===== src/rtl/serial_alu_ctrl.sv =====
// Bit-serial sequencer for the combinational one_bit_alu slice: feeds operand
// bits LSB first, recirculates the slice carry and assembles the result word.
module serial_alu_ctrl #(
    parameter int WIDTH = 8
) (
    input  logic             clk_i,
    input  logic             rst_i,
    input  logic             start_i,
    input  logic [3:0]       op_i,
    input  logic [WIDTH-1:0] a_i,
    input  logic [WIDTH-1:0] b_i,
    output logic             busy_o,
    output logic             done_o,
    output logic [WIDTH-1:0] result_o,
    output logic             carry_o,
    output logic             alu_a_o,
    output logic             alu_b_o,
    output logic             alu_carry_o,
    output logic [3:0]       alu_f_o,
    input  logic             alu_result_i,
    input  logic             alu_carry_i
);

    localparam int CW = $clog2(WIDTH);
    localparam logic [CW-1:0] LAST_BIT = CW'(WIDTH - 1);

    typedef enum logic [1:0] {
        S_IDLE = 2'd0,
        S_RUN  = 2'd1,
        S_DONE = 2'd2
    } state_t;

    state_t           state_q, state_d;
    logic [WIDTH-1:0] a_sh_q, a_sh_d;
    logic [WIDTH-1:0] b_sh_q, b_sh_d;
    logic [WIDTH-1:0] res_sh_q, res_sh_d;
    logic [3:0]       op_q, op_d;
    logic [CW-1:0]    cnt_q, cnt_d;
    logic             carry_q, carry_d;
    logic [WIDTH-1:0] result_q, result_d;
    logic             carry_out_q, carry_out_d;

    always_ff @(posedge clk_i or posedge rst_i) begin
        if (rst_i) begin
            state_q     <= S_IDLE;
            a_sh_q      <= '0;
            b_sh_q      <= '0;
            res_sh_q    <= '0;
            op_q        <= '0;
            cnt_q       <= '0;
            carry_q     <= 1'b0;
            result_q    <= '0;
            carry_out_q <= 1'b0;
        end else begin
            state_q     <= state_d;
            a_sh_q      <= a_sh_d;
            b_sh_q      <= b_sh_d;
            res_sh_q    <= res_sh_d;
            op_q        <= op_d;
            cnt_q       <= cnt_d;
            carry_q     <= carry_d;
            result_q    <= result_d;
            carry_out_q <= carry_out_d;
        end
    end

    always_comb begin
        state_d     = state_q;
        a_sh_d      = a_sh_q;
        b_sh_d      = b_sh_q;
        res_sh_d    = res_sh_q;
        op_d        = op_q;
        cnt_d       = cnt_q;
        carry_d     = carry_q;
        result_d    = result_q;
        carry_out_d = carry_out_q;
        busy_o      = 1'b0;
        done_o      = 1'b0;
        alu_a_o     = 1'b0;
        alu_b_o     = 1'b0;
        alu_carry_o = 1'b0;
        alu_f_o     = 4'b0000;

        case (state_q)
            S_IDLE: begin
                if (start_i) begin
                    a_sh_d  = a_i;
                    b_sh_d  = b_i;
                    op_d    = op_i;
                    cnt_d   = '0;
                    // op[3] seeds the carry so B-A becomes B + ~A + 1
                    carry_d = op_i[3];
                    state_d = S_RUN;
                end
            end
            S_RUN: begin
                busy_o      = 1'b1;
                alu_a_o     = a_sh_q[0];
                alu_b_o     = b_sh_q[0];
                alu_carry_o = carry_q;
                alu_f_o     = op_q;
                res_sh_d    = {alu_result_i, res_sh_q[WIDTH-1:1]};
                carry_d     = alu_carry_i;
                a_sh_d      = {1'b0, a_sh_q[WIDTH-1:1]};
                b_sh_d      = {1'b0, b_sh_q[WIDTH-1:1]};
                cnt_d       = cnt_q + CW'(1);
                if (cnt_q == LAST_BIT) begin
                    state_d = S_DONE;
                end
            end
            S_DONE: begin
                done_o      = 1'b1;
                result_d    = res_sh_q;
                carry_out_d = (op_q[1:0] == 2'b11) ? carry_q : 1'b0;
                state_d     = S_IDLE;
            end
            default: begin
                state_d = S_IDLE;
            end
        endcase
    end

    assign result_o = result_q;
    assign carry_o  = carry_out_q;

endmodule

===== config.mk =====
export PLATFORM = sky130hd
export DESIGN_NAME = serial_alu_ctrl
export DESIGN_NICKNAME = d
export VERILOG_FILES = /design/src/rtl/serial_alu_ctrl.sv
export SDC_FILE = /design/constraint.sdc
export NUM_CORES = 1
export LEC_CHECK = 0
export ABC_CLOCK_PERIOD_IN_PS = 1700
export CAP_MARGIN = 20
export CORE_MARGIN = 2
export CORE_UTILIZATION = 50
export CTS_BUF_LIST = sky130_fd_sc_hd__clkbuf_4 sky130_fd_sc_hd__clkbuf_8 sky130_fd_sc_hd__clkbuf_16
export CTS_CLUSTER_SIZE = 20
export DETAILED_ROUTE_END_ITERATION = 12
export GPL_ROUTABILITY_DRIVEN = 0
export GPL_TIMING_DRIVEN = 0
export PLACE_DENSITY = 0.79
export SLEW_MARGIN = 20
export SYNTH_ARGS = -nofsm -noshare
export SYNTH_HDL_FRONTEND = slang
export SYNTH_SLANG_ARGS = --single-unit
export TNS_END_PERCENT = 30

===== constraint.sdc =====
create_clock -name clk_i -period 1.7 [get_ports clk_i]
set_input_delay 0.17 -clock clk_i [delete_from_list [all_inputs] [get_ports clk_i]]
set_output_delay 0.17 -clock clk_i [all_outputs]
set_load 0.05 [all_outputs]

# --- After elaboration in Yosys (flattened, before gate mapping) ---
# Index checks and enable logic that the tools add are counted.
op_classes:
  mux: 18
  add_sub_neg: 1
  n_eq_ne: 6
  reduce_logical: 5
op_table:
  columns: ["cell", "count"]
  rows:
  - ["$pmux W8 S2", 2]
  - ["$mux W8", 2]
  - ["$mux W1", 7]
  - ["$pmux W3 S2", 1]
  - ["$reduce_and A2 Y1", 3]
  - ["$eq A2 B2 Y1 const B", 2]
  - ["$mux W2", 2]
  - ["$mux W4", 1]
  - ["$ne A2 B2 Y1 const B", 2]
  - ["$pmux W2 S2", 1]
  - ["$add A3 B1 Y3 const B", 1]
  - ["$eq A3 B3 Y1 const B", 1]
  - ["$mux W3", 1]
  - ["$eq A2 B1 Y1 const B", 1]
  - ["$logic_not A2 Y1", 1]
  - ["$pmux W1 S2", 1]
  - ["$reduce_bool A2 Y1", 1]
totals:
  ff_bits: 43
  inputBits: 25

# --- Depth between registers and ports, before layout ---
depth:
  depth_word: 3
  mapped_depth: 5

# --- Worst setup path before layout ---
# No wires, ideal clock.
synth_path:
  kind: "register to output"
  startpoint: "register state_q[0]"
  endpoint: "output port alu_f_o[1]"
  arrival_time_ps: 1530
  path_slack_ps: 0
  stages_incl_launch_ff: 5
  path_cell_list: "dfrtp_1 -> or2b_1 -> inv_1 -> buf_2 -> and2_1"
synth_via:
  elab_chain_len: 2
synth_lines:
  columns: ["item", "line", "text"]
  rows:
  - ["start, declared", "33", "state_t state_q, state_d;"]
  - ["start signal, assigned", "55", "state_q <= state_d;"]
  - ["$eq A2 B1 Y1", "84", "case (state_q)"]
  - ["$mux W4", "84", null]
  - ["end, declared", "19", "output logic [3:0] alu_f_o,"]
# Every way passes these cells.

# --- Final worst setup path ---
layout_path:
  startpoint: "register state_q[1]"
  endpoint: "output port alu_f_o[2]"
# The elaborated chain is that of the path after synthesis.

==> out/qor.yml <==
syn-num-nets: 207
drcViolationCount: 0
synth_cell_types: 32
fp.dieH_um: 66.3
dpl_worst_slack_ns: -0.474
maxSlewHeadroom_pct: 65.0
crit_path_start_kind: "flop"
tritoncts: "yes"
syn2layout_area_growth_pct: 35.6
ir_drop_mv: 1.19
track_usage_pct: 21.6
critPathMaxFanout: 9
yosysWarnings: 0
p_leak_nw: 1.18
die-area_um2: 4400
core-area_um2: 3690
cp.required_ns: 1.53
slowest_delay_ns: 0.40
crit_slowest_cell: "dfrtp_1"
nets: 264
ant_nets: 0
worstMarginPinSlew_ns: 0.524
setup_ws_ns: 0.0397
rsz0062_at_grt: "true"
cts_sinks: 43
cts_root_buffer: "clkbuf_8"
rows: 22
insertion_delay_ns: 0.29
cts_max_level: 2
synthCells: 180
power_mw: 5.30
ys_seq_area_share_pct: 55.4
cts_buffers: 5
antenna_found_initial: 0
crit_cells: 5
synthFlopType: "dfrtp_1"
n_antenna_cell: 0
layout_commonest_cell: "dfrtp_1"
slew_violations: 0
setup-tns-final_ns: 0
yosys.area.top_type_share_pct: 55.4
dpl.hpwl_mm: 2.84
synthTopCellsByArea: "dfrtp_1 (55%), mux2_2 (7.0%), nand2_1 (5.4%)"
layout.area.seq_um2: 1080
final-setup-viol-count: 0
path_class: "reg -> out"
final_hold_viol_count: 0
instances_no_fill: 286
path_buf_inv: 3
cts_max_path_buffers: 2
post-route-cell-area_um2: 2630
synth-seq-cells: 43
drt-wirelength-per-cell_um: 14.1
whs_ns: 0.223
clk_pin_slew_ns: 0.08
via_count: 1495
finish.utilization_pct: 71.3
start_util_pct: 52.6
multi_input_area_um2: 781
p_per_area_nw_per_um2: 2010
first_iter_violations: 100
io_pins: 43
synth_top_cell_by_area: "dfrtp_1"
via_per_inst: 5.23
critPathTopFamily: "flip-flops"
drive_gt1_share_pct: 23.5
hp-class: "in -> async"
synth-edff-count: 0
reg2regPathDepth: 5
first_pass_iters: 4
grt_max_degree: 24
globalRoute.totalOverflow: 0
period_share_pct: 97.7
status: "finished clean"
fp.dieW_um: 66.3
layout_min_cycle_time_ns: 1.66
final_cell_mix: "dfrtp_1 (43), clkdlybuf4s50_1 (32), nand2_1 (28)"
post-place-cells: 271
maxCapViolCount: 0
grt_pass1_vias: 1462
synthArstFlopShare_pct: 100
end_kind: "output port"
path_cells: "or2b_1, inv_2, buf_8, and2_1, buf_6"
fin_worst_skew_ns: 0.00103
crit_arrival_ns: 1.49
synth.avg_cell_area_um2: 10.8
place_area_um2: 2450
netlist_area_um2: 1940
max_freq_mhz: 602
grt_pass1_wl_mm: 7.06
wirelength_mm: 4.04
nFillCells: 280
port_buffers: 42
==> per-layer routing <==
metal,GRT usage (%),wire (um)
met5,0,0
met4,7.65,59
met3,5.45,172
met2,32.6,1890
met1,30.2,1920
==> worst reg2reg max path, stage by stage (launching register included) <==
cell and delay (ns):
dfrtp_1 0.40, or2b_1 0.20, buf_4 0.14, clkbuf_1 0.39, o32ai_1 0.17, nor2_1 0.10
==> what timing repair did <==
action,CTS,global route
setup endpoints to repair,9,9
buffers inserted,2,5
resized for setup,64,10
hold endpoints to repair,0,0
cloned,0,0
hold buffers,0,0
==> power by group <==
group          internal [mW]  switching (mW)
logic                   1.27            1.62
registers               1.50           0.271
clock network          0.303           0.332
total                   3.07            2.23
==> sequential cells by signal, indices dropped and copies added (netlist names) <==
| name | count |
|---|---|
| cnt_q | 3 |
| carry_q | 1 |
| state_q | 2 |
| res_sh_q | 8 |
| b_sh_q | 8 |
| a_sh_q | 8 |
| op_q | 4 |
| carry_o | 1 |
| result_o | 8 |
==> kinds of logic (layout without fill, tap and decap cells) <==
logic type | count (synthesis) | count (layout) | synth area share, %
buffers and inverters | 18 | 76 | 4.71
and+or+nand+nor | 79 | 79 | 21.9
adders and majority gates | 2 | 2 | 1.29
DFF | 43 | 43 | 55.4
muxes | 12 | 12 | 6.96
AOI/OAI and AO/OA | 26 | 26 | 9.67
==> cells in the mapped netlist (2+ instances only) <==
master and instances:
nor3_1 10, buf_2 3, and2b_1 2, and2_1 8
clkbuf_1 4, o221a_2 2, dfrtp_1 43, nor2_1 8
a22o_1 2, buf_4 3, inv_1 6, nand2b_1 4
a21oi_1 4, nor2b_1 2, mux2_2 12, ha_1 2
nand2_1 28, o22a_1 3, a221oi_1 2, a221o_1 2
o21ai_0 9, nor3b_1 10, nand3b_1 2
==> layout make-up <==
type	instances	area share [%]
Tap cell	48	2.28
Buffer	12	3.33
Clock buffer	6	2.90
Multi-Input combinational cell	119	29.7
Inverter	6	0.856
Timing Repair Buffer	50	19.6
Sequential cell	43	40.9
Clock inverter	2	0.476
==> worst paths after layout <==
path	to	slack (ns)	from
max reg2reg	carry_q$_DFFE_PP0P_	0.23	state_q[0]$_DFFE_PP0P_
max in group asynchronous	op_q[0]$_DFFE_PP0P_	1.01	rst_i
min in group clk_i	res_sh_q[7]$_DFFE_PP0N_	0.39	alu_result_i
min reg2reg	res_sh_q[0]$_DFFE_PP0N_	0.49	res_sh_q[0]$_DFFE_PP0N_
min	b_sh_q[3]$_DFFE_PP0P_	0.22	rst_i
max	alu_f_o[2]	0.04	state_q[1]$_DFFE_PP0P_
No activity file was read; power rests on OpenSTA's default activity.
